==> config.mk <==
export PLATFORM = sky130hd
export DESIGN_NAME = xadac_id_alloc_flat
export DESIGN_NICKNAME = d
export VERILOG_FILES = /design/src/rtl/xadac_id_alloc_pkg.sv /design/src/rtl/xadac_id_alloc_if.sv /design/src/rtl/xadac_id_alloc_ffs.sv /design/src/rtl/xadac_id_alloc.sv /design/src/flat_wrapper.sv
export SDC_FILE = /design/constraint.sdc
export NUM_CORES = 1
export LEC_CHECK = 0
export ABC_AREA = 1
export BUFFER_PORTS_ARGS = -buffer_cell sky130_fd_sc_hd__buf_2
export CELL_PAD_IN_SITES_DETAIL_PLACEMENT = 0
export CELL_PAD_IN_SITES_GLOBAL_PLACEMENT = 1
export CORE_ASPECT_RATIO = 0.9
export CORE_MARGIN = 2
export CORE_UTILIZATION = 21
export DETAILED_ROUTE_END_ITERATION = 8
export GPL_ROUTABILITY_DRIVEN = 0
export PLACE_DENSITY = 0.8
export SKIP_CTS_REPAIR_TIMING = 1
export SLEW_MARGIN = 15
export SYNTH_ARGS = -nofsm -noshare
export SYNTH_HDL_FRONTEND = slang
export SYNTH_SLANG_ARGS = --single-unit
==> constraint.sdc <==
create_clock -name clk -period 3.75 [get_ports clk]
set_clock_uncertainty 0.2 [all_clocks]
set_input_delay 0.75 -clock clk [delete_from_list [all_inputs] [get_ports clk]]
set_output_delay 0.75 -clock clk [all_outputs]
set_load 0.05 [all_outputs]
==> src/rtl/xadac_id_alloc_pkg.sv <==
// Shared types for the XADAC transaction-ID allocator: ID width, the
// per-ID lifecycle state, and the payload carried on every channel.
package xadac_id_alloc_pkg;

   localparam int SbLen = 8;
   localparam int IdW   = (SbLen > 1) ? $clog2(SbLen) : 1;

   typedef logic [IdW-1:0] IdT;

   typedef enum logic [1:0] {
      FREE = 2'd0,
      DEC  = 2'd1,
      RDY  = 2'd2,
      EXE  = 2'd3
   } IdStateT;

   typedef struct packed {
      IdT          id;
      logic [31:0] data;
   } XadacPktT;

endpackage

==> src/rtl/xadac_id_alloc_if.sv <==
// Core <-> fabric XADAC link: decode and execute request/response channels,
// each a valid/ready handshake. The mst side issues requests and accepts
// responses; the slv side does the opposite.
interface xadac_if;
   import xadac_id_alloc_pkg::*;

   XadacPktT dec_req;
   logic     dec_req_valid;
   logic     dec_req_ready;
   XadacPktT dec_rsp;
   logic     dec_rsp_valid;
   logic     dec_rsp_ready;
   XadacPktT exe_req;
   logic     exe_req_valid;
   logic     exe_req_ready;
   XadacPktT exe_rsp;
   logic     exe_rsp_valid;
   logic     exe_rsp_ready;

   modport mst (
      output dec_req, dec_req_valid, input  dec_req_ready,
      input  dec_rsp, dec_rsp_valid, output dec_rsp_ready,
      output exe_req, exe_req_valid, input  exe_req_ready,
      input  exe_rsp, exe_rsp_valid, output exe_rsp_ready
   );

   modport slv (
      input  dec_req, dec_req_valid, output dec_req_ready,
      output dec_rsp, dec_rsp_valid, input  dec_rsp_ready,
      input  exe_req, exe_req_valid, output exe_req_ready,
      output exe_rsp, exe_rsp_valid, input  exe_rsp_ready
   );
endinterface

==> src/rtl/xadac_id_alloc_ffs.sv <==
// Find-first-set: reports the lowest set bit of req and whether any bit is set.
module xadac_ffs #(
   parameter int Width = 4,
   parameter int IdxW  = 2
) (
   input  logic [Width-1:0] req,
   output logic [IdxW-1:0]  idx,
   output logic             found
);

   // Scan from the top down so the lowest set bit is the last one written.
   always_comb begin
      idx   = '0;
      found = 1'b0;
      for (int i = Width - 1; i >= 0; i--) begin
         if (req[i]) begin
            idx   = IdxW'(i);
            found = 1'b1;
         end
      end
   end

endmodule

==> src/rtl/xadac_id_alloc.sv <==
// Transaction-ID allocator between the core and the XADAC mux. Stamps each
// decode request with the lowest free ID, walks every ID through
// FREE->DEC->RDY->EXE->FREE, holds execute requests for IDs not yet decoded,
// and pulses err_o for responses or requests that do not fit an ID's state.
module xadac_id_alloc
   import xadac_id_alloc_pkg::*;
#(
   parameter int NumId          = SbLen,
   parameter int MaxOutstanding = NumId
) (
   input  logic                       clk,
   input  logic                       rst,
   xadac_if.slv                       slv,
   xadac_if.mst                       mst,
   output logic [$clog2(NumId+1)-1:0] busy_o,
   output logic                       err_o
);

   localparam int BusyW = $clog2(NumId + 1);

   IdStateT           state_q [NumId];
   IdStateT           state_d [NumId];
   logic [BusyW-1:0]  busy_q, busy_d;
   logic              err_q, err_d;

   logic [NumId-1:0]  free_vec;
   IdT                alloc_id;
   logic              any_free, can_alloc;
   IdStateT           dec_rsp_st, exe_req_st, exe_rsp_st;

   logic              alloc_hs, dec_rsp_hs, exe_hs, exe_rsp_hs;
   logic              exe_fwd, exe_drop, drop_ev, free_hs;

   // Look up the current state of every ID referenced on the channels this
   // cycle; IDs beyond NumId read as FREE so they fall into the error paths.
   always_comb begin
      free_vec   = '0;
      dec_rsp_st = FREE;
      exe_req_st = FREE;
      exe_rsp_st = FREE;
      for (int i = 0; i < NumId; i++) begin
         free_vec[i] = (state_q[i] == FREE);
         if (mst.dec_rsp.id == IdT'(i)) dec_rsp_st = state_q[i];
         if (slv.exe_req.id == IdT'(i)) exe_req_st = state_q[i];
         if (mst.exe_rsp.id == IdT'(i)) exe_rsp_st = state_q[i];
      end
   end

   xadac_ffs #(
      .Width (NumId),
      .IdxW  (IdW)
   ) u_ffs (
      .req   (free_vec),
      .idx   (alloc_id),
      .found (any_free)
   );

   assign can_alloc = any_free && (int'(busy_q) < MaxOutstanding);

   assign mst.dec_req       = '{id: alloc_id, data: slv.dec_req.data};
   assign mst.dec_req_valid = !rst && slv.dec_req_valid && can_alloc;
   assign slv.dec_req_ready = !rst && mst.dec_req_ready && can_alloc;
   assign alloc_hs          = !rst && slv.dec_req_valid && mst.dec_req_ready && can_alloc;

   assign slv.dec_rsp       = mst.dec_rsp;
   assign slv.dec_rsp_valid = !rst && mst.dec_rsp_valid;
   assign mst.dec_rsp_ready = !rst && slv.dec_rsp_ready;
   assign dec_rsp_hs        = !rst && mst.dec_rsp_valid && slv.dec_rsp_ready;

   assign exe_fwd           = (exe_req_st == RDY);
   assign exe_drop          = (exe_req_st == FREE);
   assign mst.exe_req       = slv.exe_req;
   assign mst.exe_req_valid = !rst && slv.exe_req_valid && exe_fwd;
   assign slv.exe_req_ready = !rst && (exe_fwd ? mst.exe_req_ready : exe_drop);
   assign exe_hs            = !rst && slv.exe_req_valid && exe_fwd && mst.exe_req_ready;
   assign drop_ev           = !rst && slv.exe_req_valid && exe_drop;

   assign slv.exe_rsp       = mst.exe_rsp;
   assign slv.exe_rsp_valid = !rst && mst.exe_rsp_valid;
   assign mst.exe_rsp_ready = !rst && slv.exe_rsp_ready;
   assign exe_rsp_hs        = !rst && mst.exe_rsp_valid && slv.exe_rsp_ready;
   assign free_hs           = exe_rsp_hs && (exe_rsp_st == EXE);

   // Per-ID lifecycle transitions. Each transition requires a distinct
   // current state, so at most one can hit a given ID in a cycle.
   always_comb begin
      for (int i = 0; i < NumId; i++) begin
         state_d[i] = state_q[i];
      end
      for (int i = 0; i < NumId; i++) begin
         if (alloc_hs && alloc_id == IdT'(i)) begin
            state_d[i] = DEC;
         end
         if (dec_rsp_hs && dec_rsp_st == DEC && mst.dec_rsp.id == IdT'(i)) begin
            state_d[i] = RDY;
         end
         if (exe_hs && slv.exe_req.id == IdT'(i)) begin
            state_d[i] = EXE;
         end
         if (free_hs && mst.exe_rsp.id == IdT'(i)) begin
            state_d[i] = FREE;
         end
      end
   end

   // Occupancy count and the merged protocol-violation flag for this cycle.
   always_comb begin
      busy_d = busy_q + BusyW'(alloc_hs) - BusyW'(free_hs);
      err_d  = (dec_rsp_hs && dec_rsp_st != DEC)
             || drop_ev
             || (exe_rsp_hs && exe_rsp_st != EXE);
   end

   // State registers; reset abandons every in-flight ID immediately.
   always_ff @(posedge clk) begin
      if (rst) begin
         for (int i = 0; i < NumId; i++) begin
            state_q[i] <= FREE;
         end
         busy_q <= '0;
         err_q  <= 1'b0;
      end else begin
         state_q <= state_d;
         busy_q  <= busy_d;
         err_q   <= err_d;
      end
   end

   assign busy_o = busy_q;
   assign err_o  = err_q;

endmodule

==> src/flat_wrapper.sv <==
// flat-port wrapper written by rule: the top's interface ports become plain ports
module xadac_id_alloc_flat import xadac_id_alloc_pkg::*;
#(
   parameter int NumId          = SbLen,
   parameter int MaxOutstanding = NumId
)
  (clk, rst, busy_o, err_o, slv_dec_req, slv_dec_req_valid, slv_dec_req_ready, slv_dec_rsp, slv_dec_rsp_valid, slv_dec_rsp_ready, slv_exe_req, slv_exe_req_valid, slv_exe_req_ready, slv_exe_rsp, slv_exe_rsp_valid, slv_exe_rsp_ready, mst_dec_req, mst_dec_req_valid, mst_dec_req_ready, mst_dec_rsp, mst_dec_rsp_valid, mst_dec_rsp_ready, mst_exe_req, mst_exe_req_valid, mst_exe_req_ready, mst_exe_rsp, mst_exe_rsp_valid, mst_exe_rsp_ready);
  xadac_if slv_i ();
  xadac_if mst_i ();
  input  logic clk;
  input  logic rst;
  output logic [$clog2(NumId+1)-1:0] busy_o;
  output logic err_o;
  input wire logic [$bits(slv_i.dec_req)-1:0] slv_dec_req;
  input wire logic [$bits(slv_i.dec_req_valid)-1:0] slv_dec_req_valid;
  output wire logic [$bits(slv_i.dec_req_ready)-1:0] slv_dec_req_ready;
  output wire logic [$bits(slv_i.dec_rsp)-1:0] slv_dec_rsp;
  output wire logic [$bits(slv_i.dec_rsp_valid)-1:0] slv_dec_rsp_valid;
  input wire logic [$bits(slv_i.dec_rsp_ready)-1:0] slv_dec_rsp_ready;
  input wire logic [$bits(slv_i.exe_req)-1:0] slv_exe_req;
  input wire logic [$bits(slv_i.exe_req_valid)-1:0] slv_exe_req_valid;
  output wire logic [$bits(slv_i.exe_req_ready)-1:0] slv_exe_req_ready;
  output wire logic [$bits(slv_i.exe_rsp)-1:0] slv_exe_rsp;
  output wire logic [$bits(slv_i.exe_rsp_valid)-1:0] slv_exe_rsp_valid;
  input wire logic [$bits(slv_i.exe_rsp_ready)-1:0] slv_exe_rsp_ready;
  output wire logic [$bits(mst_i.dec_req)-1:0] mst_dec_req;
  output wire logic [$bits(mst_i.dec_req_valid)-1:0] mst_dec_req_valid;
  input wire logic [$bits(mst_i.dec_req_ready)-1:0] mst_dec_req_ready;
  input wire logic [$bits(mst_i.dec_rsp)-1:0] mst_dec_rsp;
  input wire logic [$bits(mst_i.dec_rsp_valid)-1:0] mst_dec_rsp_valid;
  output wire logic [$bits(mst_i.dec_rsp_ready)-1:0] mst_dec_rsp_ready;
  output wire logic [$bits(mst_i.exe_req)-1:0] mst_exe_req;
  output wire logic [$bits(mst_i.exe_req_valid)-1:0] mst_exe_req_valid;
  input wire logic [$bits(mst_i.exe_req_ready)-1:0] mst_exe_req_ready;
  input wire logic [$bits(mst_i.exe_rsp)-1:0] mst_exe_rsp;
  input wire logic [$bits(mst_i.exe_rsp_valid)-1:0] mst_exe_rsp_valid;
  output wire logic [$bits(mst_i.exe_rsp_ready)-1:0] mst_exe_rsp_ready;
  assign slv_i.dec_req = slv_dec_req;
  assign slv_i.dec_req_valid = slv_dec_req_valid;
  assign slv_dec_req_ready = slv_i.dec_req_ready;
  assign slv_dec_rsp = slv_i.dec_rsp;
  assign slv_dec_rsp_valid = slv_i.dec_rsp_valid;
  assign slv_i.dec_rsp_ready = slv_dec_rsp_ready;
  assign slv_i.exe_req = slv_exe_req;
  assign slv_i.exe_req_valid = slv_exe_req_valid;
  assign slv_exe_req_ready = slv_i.exe_req_ready;
  assign slv_exe_rsp = slv_i.exe_rsp;
  assign slv_exe_rsp_valid = slv_i.exe_rsp_valid;
  assign slv_i.exe_rsp_ready = slv_exe_rsp_ready;
  assign mst_dec_req = mst_i.dec_req;
  assign mst_dec_req_valid = mst_i.dec_req_valid;
  assign mst_i.dec_req_ready = mst_dec_req_ready;
  assign mst_i.dec_rsp = mst_dec_rsp;
  assign mst_i.dec_rsp_valid = mst_dec_rsp_valid;
  assign mst_dec_rsp_ready = mst_i.dec_rsp_ready;
  assign mst_exe_req = mst_i.exe_req;
  assign mst_exe_req_valid = mst_i.exe_req_valid;
  assign mst_i.exe_req_ready = mst_exe_req_ready;
  assign mst_i.exe_rsp = mst_exe_rsp;
  assign mst_i.exe_rsp_valid = mst_exe_rsp_valid;
  assign mst_exe_rsp_ready = mst_i.exe_rsp_ready;
  xadac_id_alloc #(.NumId(NumId), .MaxOutstanding(MaxOutstanding)) u_core (.clk(clk), .rst(rst), .slv(slv_i), .mst(mst_i), .busy_o(busy_o), .err_o(err_o));
endmodule
Yosys cells after proc, flatten, opt, wreduce, memory -nomap -nowiden
Index checks and enable logic that the tools add are counted.

storage, ports and cells
  register bits after elaboration = 21
  input port bits = 150
  output and inout port bits = 153
  word-level logic and storage cells = 197

operators by class
  add/subtract/negate cells = 2
  order comparisons = 1
  equal/unequal tests = 33
  muxes and demuxes = 65
  reduce and logical (&&, ||, !) cells = 86

operators with widths
  kind                  count
  $mux W2               48
  $logic_and A1 B1 Y1   54
  $eq A3 B3 Y1 const B  16
  $eq A3 B2 Y1 const B  8
  $mux W3               8
  $reduce_bool A3 Y1    8
  $logic_not A2 Y1      9
  $reduce_or A2 Y1      8
  $eq A3 B1 Y1 const B  4
  $logic_not A3 Y1      4
  $mux W1               9
  $add A4 B1 Y4         1
  $eq A2 B2 Y1 const B  2
  $lt A4 B4 Y1 const B  1
  $sub A4 B1 Y4         1
  $eq A2 B1 Y1 const B  1
  $logic_or A1 B1 Y1    2
  $ne A2 B1 Y1 const B  1
  $ne A2 B2 Y1 const B  1
  $logic_not A1 Y1      1

Longest topological paths before layout
Gate-level depths: netlist of the first run.

  depth after elaboration = 15
  mapped depth = 17
  depth with buffers taken out = 17

Cells and area by module
A second synthesis of the first run with hierarchy kept.

second synthesis, totals
  cell total of the unflattened synthesis = 481
  area, all modules = 3,009.1 µm²

modules (own cells, without submodules)
  module          times used  cells each  area each (µm²)  seq. area each (µm²)
  xadac_id_alloc  1           459         2,910.3          420.4
  xadac_ffs       1           22          98.8             0.0

Worst setup path after synthesis of the first run
No wires, ideal clock.

  kind = input to register
  start = input port slv_exe_rsp_ready
  end = register u_core.busy_q[2], in the netlist u_core.busy_o[2]
  setup time = 0.114 ns
  arrival time = 2.850 ns
  data required time = 3.436 ns
  slack = 0.586 ns
  stages on the path = 13
  buffers on the path = 0
  cells stage by stage = inv_1 -> nor2_1 -> nand2_1 -> inv_1 -> nand2_4 -> inv_2 -> ha_1 -> inv_1 -> ha_1 -> inv_1 -> fa_1 -> xor2_1 -> nor2_1

between the ends
  word-level cells in the longest chain between the ends = 3

ends and longest elaborated chain
  what                  line                   RTL
  start, declared       flat_wrapper.sv:25     input wire logic [$bits(slv_i.exe_rsp_ready)-1:0] slv_exe_rsp_ready;
  $logic_and A1 B1 Y1   xadac_id_alloc.sv:81   assign exe_rsp_hs = !rst && mst.exe_rsp_valid && slv.exe_rsp_ready;
  $logic_and A1 B1 Y1   xadac_id_alloc.sv:82   assign free_hs = exe_rsp_hs && (exe_rsp_st == EXE);
  $sub A4 B1 Y4         xadac_id_alloc.sv:108  busy_d = busy_q + BusyW'(alloc_hs) - BusyW'(free_hs);
  end signal, assigned  xadac_id_alloc.sv:124  busy_q <= busy_d;
  end, declared         xadac_id_alloc.sv:23   logic [BusyW-1:0] busy_q, busy_d;

Every way passes these cells.
A chain may end at the register's enable or synchronous reset.

Final worst setup path of the first run
  start = input port slv_exe_req[33]
  end = output port mst_exe_req_valid

between the ends
  word-level cells in the longest chain between the ends = 11
  elaborated cells on any way between the ends = 18
  classes of those cells = 8 x eq/ne; 8 x mux; 2 x reduce/logical

ends and longest elaborated chain
  what                   line                  RTL
  start, declared        flat_wrapper.sv:20    input wire logic [$bits(slv_i.exe_req)-1:0] slv_exe_req;
  $logic_not A3 Y1       xadac_id_alloc.sv:44  if (slv.exe_req.id == IdT'(i)) exe_req_st = state_q[i];
  $mux W2 (7 in a row)   xadac_id_alloc.sv:44
  $mux W2 *              xadac_id_alloc.sv:44
  $eq A2 B2 Y1 *         xadac_id_alloc.sv:70  assign exe_fwd = (exe_req_st == RDY);
  $logic_and A1 B1 Y1 *  xadac_id_alloc.sv:73  assign mst.exe_req_valid = !rst && slv.exe_req_valid && exe_fwd;
  end, declared          flat_wrapper.sv:33    output wire logic [$bits(mst_i.exe_req_valid)-1:0] mst_exe_req_valid;

Every way passes the cells marked *; elsewhere a longest branch is shown, timed or not.

==> flow_summary.yaml, run 1 <==
cells_and_area:
  stdcell_area_mm2: 0.00221
  layout-area-overhead-vs-synth_pct: -20.5
  antenna_cells: 0
  layout_commonest_cell: "inv_1"
  mostFrequentLayoutCells: "53 x inv_1, 50 x nand2_1, 43 x buf_2"
  nets: 488
  final_layout_size_suffix_gt1_frac: 0.199
floorplanning:
  fp.dieW_um: 125
  initial_core_util: 0.217
  core-area_mm2: 0.0128
  die_y_um: 113
  die-area_mm2: 0.0142
  num_rows: 39
  pin_count: 303
clock_tree:
  h-tree-depth: 1
  cts.clk_slew.worst_paths_ns: 0.06
  worstSkewPairLatency_ns: 0.26
  cts.path.max_buffers: 2
  cts_root_buf: "clkbuf_16"
  cts_tree: "yes"
  cts-buffers-inserted: 3
  clock-sinks: 21
setup_path:
  max_stage_delay_ns: 0.32
  worst-path-max-fanout: 10
  arrival_ns: 2.13
  cpMostUsedCell: "buf_2"
  crit_slowest_cell: "nor3_2"
  worst-path-buf-inv: 3
  cp-end-kind: "output port"
  cp.required_ns: 2.80
  path_cells: "buf_2, inv_4, nor3_2, a21oi_1, nand4_1, nand2_2, nor3_4, buf_2"
  worstSetupPathType: "in -> out"
  critPathTopFamily: "simple AND/OR/NAND/NOR gates"
  startpoint_type: "input pin"
timing:
  period_needed_ns: 3.08
  rsz0062_at_grt: "no"
  fin_ws_ns: 0.666
  slew_viol_final: 0
  maxSlewHeadroom: 0.658
  hold_violations: 0
  final-setup-viol-count: 0
  fin_crit_sh: 0.822
  fin_tns_setup_ns: 0
  fmax_mhz: 324
  worst_slew_pin_slew_ns: 0.509
power_and_ir_drop:
  cellPowerDensity_mw_per_mm2: 290
  p_leak_nw: 0.974
  peakVddDrop_mv: 0.149
drt:
  drcViolationCount: 0
  firstDrtPassIters: 5
  wl_um: 6590
  via_per_inst: 4.25
  vias: 2109
  drt-initial-drc-count: 185
  wl_per_cell_um: 13.3
  ant_nets: 0
global_routing:
  grt_pass1_wl_um: 10300
  grt_max_degree: 13
  grt.overflow.total: 0
  grt_usage: 0.0893
  antenna_found_initial: 0
  grt_pass1_vias: 1900
placement:
  dpl.hpwl_um: 5440
  preCtsSetupSlack_ns: 0.439
  dpl_cell_area_mm2: 0.00214
  io_buffers: 43
synth:
  yosysUniqueCellTypes: 30
  synth_warnings: 0
  syn_inst: 426
  synth_area_mm2: 0.00279
  syn_area_per_cell_um2: 6.54
  synth_nets: 581
  ys_seq_area_frac: 0.151
  synth-seq-cells: 21
min_path:
  hp-class: "reg -> reg"
status:
  outcome: "finished clean"
job:
  drv_cap: 0
-- path summary, 6_finish.rpt --
path	start	endpoint	slack [ns]	cells past startpoint
worst min-delay path	u_core.state_q[7]$_SDFFE_PP0P_	u_core.state_q[7]$_SDFFE_PP0P_	0.32	2
worst min register to register	u_core.state_q[7]$_SDFFE_PP0P_	u_core.state_q[7]$_SDFFE_PP0P_	0.32	2
worst max-delay path	slv_exe_req[33]	mst_exe_req_valid	0.67	8
worst max register to register	u_core.state_q[12]$_SDFFE_PP0P_	u_core.busy_o[2]$_SDFF_PP0_	1.11	15
-- flip-flops by register name, indices dropped and copies added (netlist names) --
signal and cells:
u_core.busy_o 4, u_core.err_o 1, u_core.state_q 16
-- Yosys cell counts, drive strengths merged --
cell / count / area (um2)
a211oi: 1 / 7.51
clkinv: 1 / 3.75
ha: 4 / 50.1
fa: 1 / 20.0
nor3: 26 / 156
xor2: 2 / 17.5
dfxtp: 21 / 420
or2: 1 / 6.26
nand2: 52 / 205
buf: 142 / 1080
nor2: 24 / 95.1
o21ai: 18 / 90.1
inv: 62 / 235
a21oi: 20 / 100
o221ai: 1 / 8.76
a31oi: 2 / 12.5
nand3: 31 / 155
nand4: 13 / 93.8
o21bai: 2 / 15.0
nand3b: 2 / 15.0
-- cells by family (layout without fill, tap and decap cells) --
| group | Yosys count | count (layout) | share of synthesized area |
|---|---|---|---|
| fa+ha+maj | 5 | 5 | 0.0252 |
| xor+xnor | 2 | 2 | 0.00629 |
| simple gates | 149 | 149 | 0.261 |
| compound gates | 44 | 44 | 0.0840 |
| flops | 21 | 21 | 0.151 |
| buf+inv | 205 | 111 | 0.473 |
-- worst register-to-register path, delay by kind of cell, from the launching register on --
kind                       cells  cell delay [ns]
DFF                            1             0.39
and+or+nand+nor                6             0.55
AOI/OAI and AO/OA              1             0.17
adders and majority gates      3             0.75
buffers and inverters          4             0.32
xor gates and xnor gates       1             0.15
-- per-layer routing --
metal,up-vias,part of all wire,global-route usage
met2,138,0.40,0.120
met1,904,0.44,0.123
met3,35,0.12,0.0397
li1,1032,-,-
met4,0,0.033,0.0363
met5,-,0,0
-- layout make-up --
class	instances	area (um2)
Timing Repair Buffer	44	223
Fill cell	1481	10600
Tap cell	164	205
Sequential cell	21	420
Clock buffer	4	78.8
Inverter	63	239
Multi-Input combinational cell	200	1050
-- report_power, final --
group	switching [W]	internal [W]
Clock	0.0000911	0.000145
Sequential	0.00000559	0.000230
Combinational	0.000128	0.0000420
-- stage by stage --
step	hold WS, ns	cells	total power (W)	utilization
detailed placement	0.311	492	0.000411	0.166
global route	0.343	496	0.000674	0.173
CTS	0.320	496	0.000645	0.173
finish	0.320	496	0.000642	0.173
floorplan	0.257	426	0.000742	-
global placement	0.309	492	0.000411	0.166
(Power assumes the default switching activity.)
==> inputs of run 2 (changes only) <==
--- a/config.mk
+++ b/config.mk
@@ -11,10 +11,10 @@
 export CELL_PAD_IN_SITES_GLOBAL_PLACEMENT = 1
 export CORE_ASPECT_RATIO = 0.9
 export CORE_MARGIN = 2
-export CORE_UTILIZATION = 21
+export CORE_UTILIZATION = 19
 export DETAILED_ROUTE_END_ITERATION = 8
 export GPL_ROUTABILITY_DRIVEN = 0
-export PLACE_DENSITY = 0.8
+export PLACE_DENSITY = 0.76
 export SKIP_CTS_REPAIR_TIMING = 1
 export SLEW_MARGIN = 15
 export SYNTH_ARGS = -nofsm -noshare
==> constraint.sdc (replaced) <==
create_clock -name clk -period 2.55 [get_ports clk]
set_clock_uncertainty 0.2 [all_clocks]
set_input_delay 0.51 -clock clk [delete_from_list [all_inputs] [get_ports clk]]
set_output_delay 0.51 -clock clk [all_outputs]
set_load 0.05 [all_outputs]
==> flow_summary.yaml, run 2 (synthesis gave the netlist of run 1 again) <==
clock_tree:
  cts_tree: "yes"
  cts-buffers-inserted: 3
  cts.path.max_buffers: 2
  cts.clk_slew.worst_paths_ns: 0.06
  cts_root_buf: "clkbuf_16"
  clock-sinks: 21
  h-tree-depth: 1
  worstSkewPairLatency_ns: 0.26
floorplanning:
  fp.dieW_um: 132
  num_rows: 41
  initial_core_util: 0.197
  die-area_mm2: 0.0156
  die_y_um: 119
  pin_count: 303
  core-area_mm2: 0.0142
global_routing:
  grt_pass1_wl_um: 10900
  grt_usage: 0.0879
  grt_max_degree: 12
  grt_pass1_vias: 2060
  grt.overflow.total: 0
  antenna_found_initial: 0
timing:
  final-setup-viol-count: 0
  hold_ws_ns: 0.328
  fin_crit_sh: 0.975
  hold_violations: 0
  maxSlewHeadroom: 0.675
  period_needed_ns: 2.49
  fin_ws_ns: 0.0646
  slew_viol_final: 0
  fmax_mhz: 402
  worst_slew_pin_slew_ns: 0.483
  rsz0062_at_grt: "yes"
placement:
  dpl_cell_area_mm2: 0.00230
  io_buffers: 43
  preCtsSetupSlack_ns: -0.321
  dpl.hpwl_um: 5900
setup_path:
  cp-end-kind: "flip-flop"
  cp.required_ns: 2.51
  crit_slowest_cell: "fa_2"
  arrival_ns: 2.44
  max_stage_delay_ns: 0.51
  worst-path-buf-inv: 5
  cpMostUsedCell: "inv_4"
  startpoint_type: "input pin"
  path_cells: "buf_6, inv_4, nor3_2, a31oi_1, nand3_2, nand2_2, nand4_1, nand2_4, inv_4, ha_4, inv_2, ha_4, inv_4, fa_2, nor2_1"
  worst-path-max-fanout: 7
  worstSetupPathType: "in -> reg"
  critPathTopFamily: "adder cells"
drt:
  drcViolationCount: 0
  drt-initial-drc-count: 166
  ant_nets: 0
  firstDrtPassIters: 4
  vias: 2209
  wl_um: 7250
  via_per_inst: 4.07
  wl_per_cell_um: 13.4
cells_and_area:
  mostFrequentLayoutCells: "49 x inv_1, 48 x nand2_1, 35 x buf_2"
  layout-area-overhead-vs-synth_pct: -6.60
  fillCellCount: 1655
  fin_util: 0.184
  largest_reg_flops: 16
  stdcell_area_mm2: 0.00260
  largest-register: "u_core.state_q"
  antenna_cells: 0
  final_layout_size_suffix_gt1_frac: 0.306
  layout_commonest_cell: "inv_1"
  nets: 506
power_and_ir_drop:
  cellPowerDensity_mw_per_mm2: 379
  peakVddDrop_mv: 0.228
  p_leak_nw: 1.11
min_path:
  hp-class: "reg -> reg"
job:
  drv_cap: 0
status:
  outcome: "finished clean"
==> run 2: changes by cell type in the layout (fill, tap and decap cells not counted), sizes merged <==
cell    previous run  this run
clkbuf             4         5
buf               44        61
==> run 2: final timing paths <==
kind	cells after the start	endpoint	slack [ns]	startpoint
worst max register to register	12	u_core.busy_o[1]$_SDFF_PP0_	0.17	u_core.state_q[8]$_SDFFE_PP0P_
worst max-delay path	15	u_core.busy_o[1]$_SDFF_PP0_	0.06	mst_exe_rsp[32]
worst min-delay path	2	u_core.state_q[15]$_SDFFE_PP0P_	0.33	u_core.state_q[15]$_SDFFE_PP0P_
worst min register to register	2	u_core.state_q[15]$_SDFFE_PP0P_	0.33	u_core.state_q[15]$_SDFFE_PP0P_
==> run 2: metrics by stage <==
stage                     TNS (ns)  instances  power, W
after detailed placement    -0.867        536  0.000620
after global routing        -0.324        543   0.00103
after CTS                  -0.0725        540  0.000960
after global placement      -0.833        536  0.000621
final                            0        543  0.000985
after floorplan             -0.275        426   0.00109
==> run 2: layer usage <==
| metal | global-route usage | up-vias | wire, um |
|---|---|---|---|
| li1 | - | 1075 | - |
| met1 | 0.104 | 954 | 2950 |
| met2 | 0.127 | 150 | 3100 |
| met3 | 0.0596 | 28 | 1030 |
| met4 | 0.0245 | 2 | 135 |
| met5 | 0.0196 | - | 38 |
==> run 2: worst register-to-register path, delay by kind of cell (launching register included) <==
kind,cells,cell delay (ns)
AOI/OAI and AO/OA,1,0.22
adders and majority gates,3,0.86
buffers and inverters,3,0.14
DFF,1,0.36
and+or+nand+nor,5,0.50
==> run 2: power by group <==
part	internal [W]	switching, W
clock	0.000213	0.000126
combinational	0.0000899	0.000209
sequential	0.000338	0.00000913
==> run 2: final cells by class <==
class / instances / area [um2] / share of cell area
Clock buffer: 4 / 78.8 / 0.0303
Inverter: 63 / 262 / 0.101
Multi-Input combinational cell: 200 / 1190 / 0.459
Sequential cell: 21 / 420 / 0.162
Tap cell: 193 / 241 / 0.0928
Timing Repair Buffer: 62 / 405 / 0.156
==> inputs of run 3 (changes only) <==
--- a/config.mk
+++ b/config.mk
@@ -9,11 +9,11 @@
 export BUFFER_PORTS_ARGS = -buffer_cell sky130_fd_sc_hd__buf_2
 export CELL_PAD_IN_SITES_DETAIL_PLACEMENT = 0
 export CELL_PAD_IN_SITES_GLOBAL_PLACEMENT = 1
-export CORE_ASPECT_RATIO = 0.9
 export CORE_MARGIN = 2
 export CORE_UTILIZATION = 19
 export DETAILED_ROUTE_END_ITERATION = 8
 export GPL_ROUTABILITY_DRIVEN = 0
+export GPL_TIMING_DRIVEN = 1
 export PLACE_DENSITY = 0.76
 export SKIP_CTS_REPAIR_TIMING = 1
 export SLEW_MARGIN = 15
==> flow_summary.yaml, run 3 (synthesis gave the netlist of run 1 again) <==
status:
  outcome: "finished clean"
cells_and_area:
  largest-register: "u_core.state_q"
  stdcell_area_mm2: 0.00254
  nets: 507
  largest_reg_flops: 16
  fin_cells: 535
  antenna_cells: 0
  layout-area-overhead-vs-synth_pct: -8.94
  final_layout_size_suffix_gt1_frac: 0.282
  mostFrequentLayoutCells: "50 x inv_1, 50 x nand2_1, 34 x buf_2"
  fillCellCount: 1681
setup_path:
  startpoint_type: "input pin"
  cp-end-kind: "flip-flop"
  max_stage_delay_ns: 0.51
  crit_slowest_cell: "fa_2"
  worstSetupPathType: "in -> reg"
  critPathTopFamily: "adder cells"
  arrival_ns: 2.44
  worst-path-buf-inv: 4
  cp.required_ns: 2.50
  worst-path-max-fanout: 5
  path_cells: "buf_12, nor3_4, nand2_1, o21ai_0, nand2_1, nand3_1, nand2_1, nand4_1, nand2_4, inv_4, ha_4, inv_4, ha_4, inv_4, fa_2, nor2_1"
drt:
  drcViolationCount: 0
  vias: 2240
  via_per_inst: 4.19
  drt-initial-drc-count: 91
  firstDrtPassIters: 4
  wl_um: 7810
  ant_nets: 0
  wl_per_cell_um: 14.6
clock_tree:
  worstSkewPairLatency_ns: 0.25
  h-tree-depth: 1
  clock-sinks: 21
  cts_root_buf: "clkbuf_16"
  cts_tree: "yes"
  cts-buffers-inserted: 3
  cts.clk_slew.worst_paths_ns: 0.06
  cts.path.max_buffers: 2
timing:
  period_needed_ns: 2.49
  worst_slew_pin_slew_ns: 0.422
  rsz0062_at_grt: "yes"
  maxSlewHeadroom: 0.717
  fin_tns_setup_ns: 0
  fmax_mhz: 402
  fin_crit_sh: 0.975
  hold_ws_ns: 0.326
  hold_violations: 0
  slew_viol_final: 0
  final-setup-viol-count: 0
power_and_ir_drop:
  cellPowerDensity_mw_per_mm2: 386
  p_leak_nw: 1.09
  peakVddDrop_mv: 0.201
global_routing:
  grt_pass1_vias: 2190
  grt_max_degree: 12
  antenna_found_initial: 0
  grt.overflow.total: 0
  grt_pass1_wl_um: 11600
  grt_usage: 0.0934
floorplanning:
  core-area_mm2: 0.0144
  num_rows: 44
  fp.dieW_um: 125
  die-area_mm2: 0.0156
  die_y_um: 125
  initial_core_util: 0.193
  pin_count: 303
placement:
  io_buffers: 43
  dpl_cell_area_mm2: 0.00232
  dp.cells: 531
  dpl.hpwl_um: 6380
min_path:
  hp-class: "reg -> reg"
job:
  drv_cap: 0
-- run 3: changes by cell type in the layout (fill, tap and decap cells not counted), moves of 2 or more --
| cell | change |
|---|---|
| buf_4 | +2 |
| buf_6 | -2 |
| nand2_1 | +2 |
| nor3_2 | -2 |
| nand2_2 | -2 |
| nor3_1 | +3 |
| clkbuf_4 | +2 |
-- run 3: where the power goes --
part           leakage (nW)  internal [W]  switching, W
logic                 0.882     0.0000878      0.000207
registers             0.170      0.000338    0.00000912
clock network        0.0382      0.000213      0.000124
-- run 3: per-layer routing --
layer / share of wire / global-route usage
met1: 0.34 / 0.0939
met2: 0.47 / 0.152
met3: 0.12 / 0.0454
met4: 0.067 / 0.0641
met5: 0 / 0
-- run 3: final cells by class --
class / instances / area, um2 / area share
clock buffers: 4 / 78.8 / 0.0311
multi-input cells: 200 / 1140 / 0.450
well taps: 184 / 230 / 0.0908
flip-flops and latches: 21 / 420 / 0.166
inverters: 63 / 256 / 0.101
repair buffers: 63 / 408 / 0.161
-- run 3: worst min-delay path, stage by stage (launching register included) --
cell	delay, ns
dfxtp_1	0.34
inv_1	0.08
a21oi_1	0.05
-- run 3: path summary, 6_finish.rpt --
path | from | to | slack [ns] | depth (start not counted)
worst max register to register | u_core.state_q[15]$_SDFFE_PP0P_ | u_core.busy_o[1]$_SDFF_PP0_ | 0.18 | 14
worst min-delay path | u_core.state_q[5]$_SDFFE_PP0P_ | u_core.state_q[5]$_SDFFE_PP0P_ | 0.33 | 2
worst max-delay path | mst_exe_rsp[33] | u_core.busy_o[1]$_SDFF_PP0_ | 0.06 | 16
worst min register to register | u_core.state_q[5]$_SDFFE_PP0P_ | u_core.state_q[5]$_SDFFE_PP0P_ | 0.33 | 2
-- run 3: metrics by stage --
stage | power, W | setup WS (ns) | util
2_1_floorplan | 0.00109 | -0.123 | -
3_3_place_gp | 0.000623 | -0.301 | 0.161
3_5_place_dp | 0.000623 | -0.297 | 0.161
4_1_cts | 0.000962 | -0.0422 | 0.166
5_1_grt | 0.00103 | -0.0168 | 0.176
6_report | 0.000979 | 0.0629 | 0.176
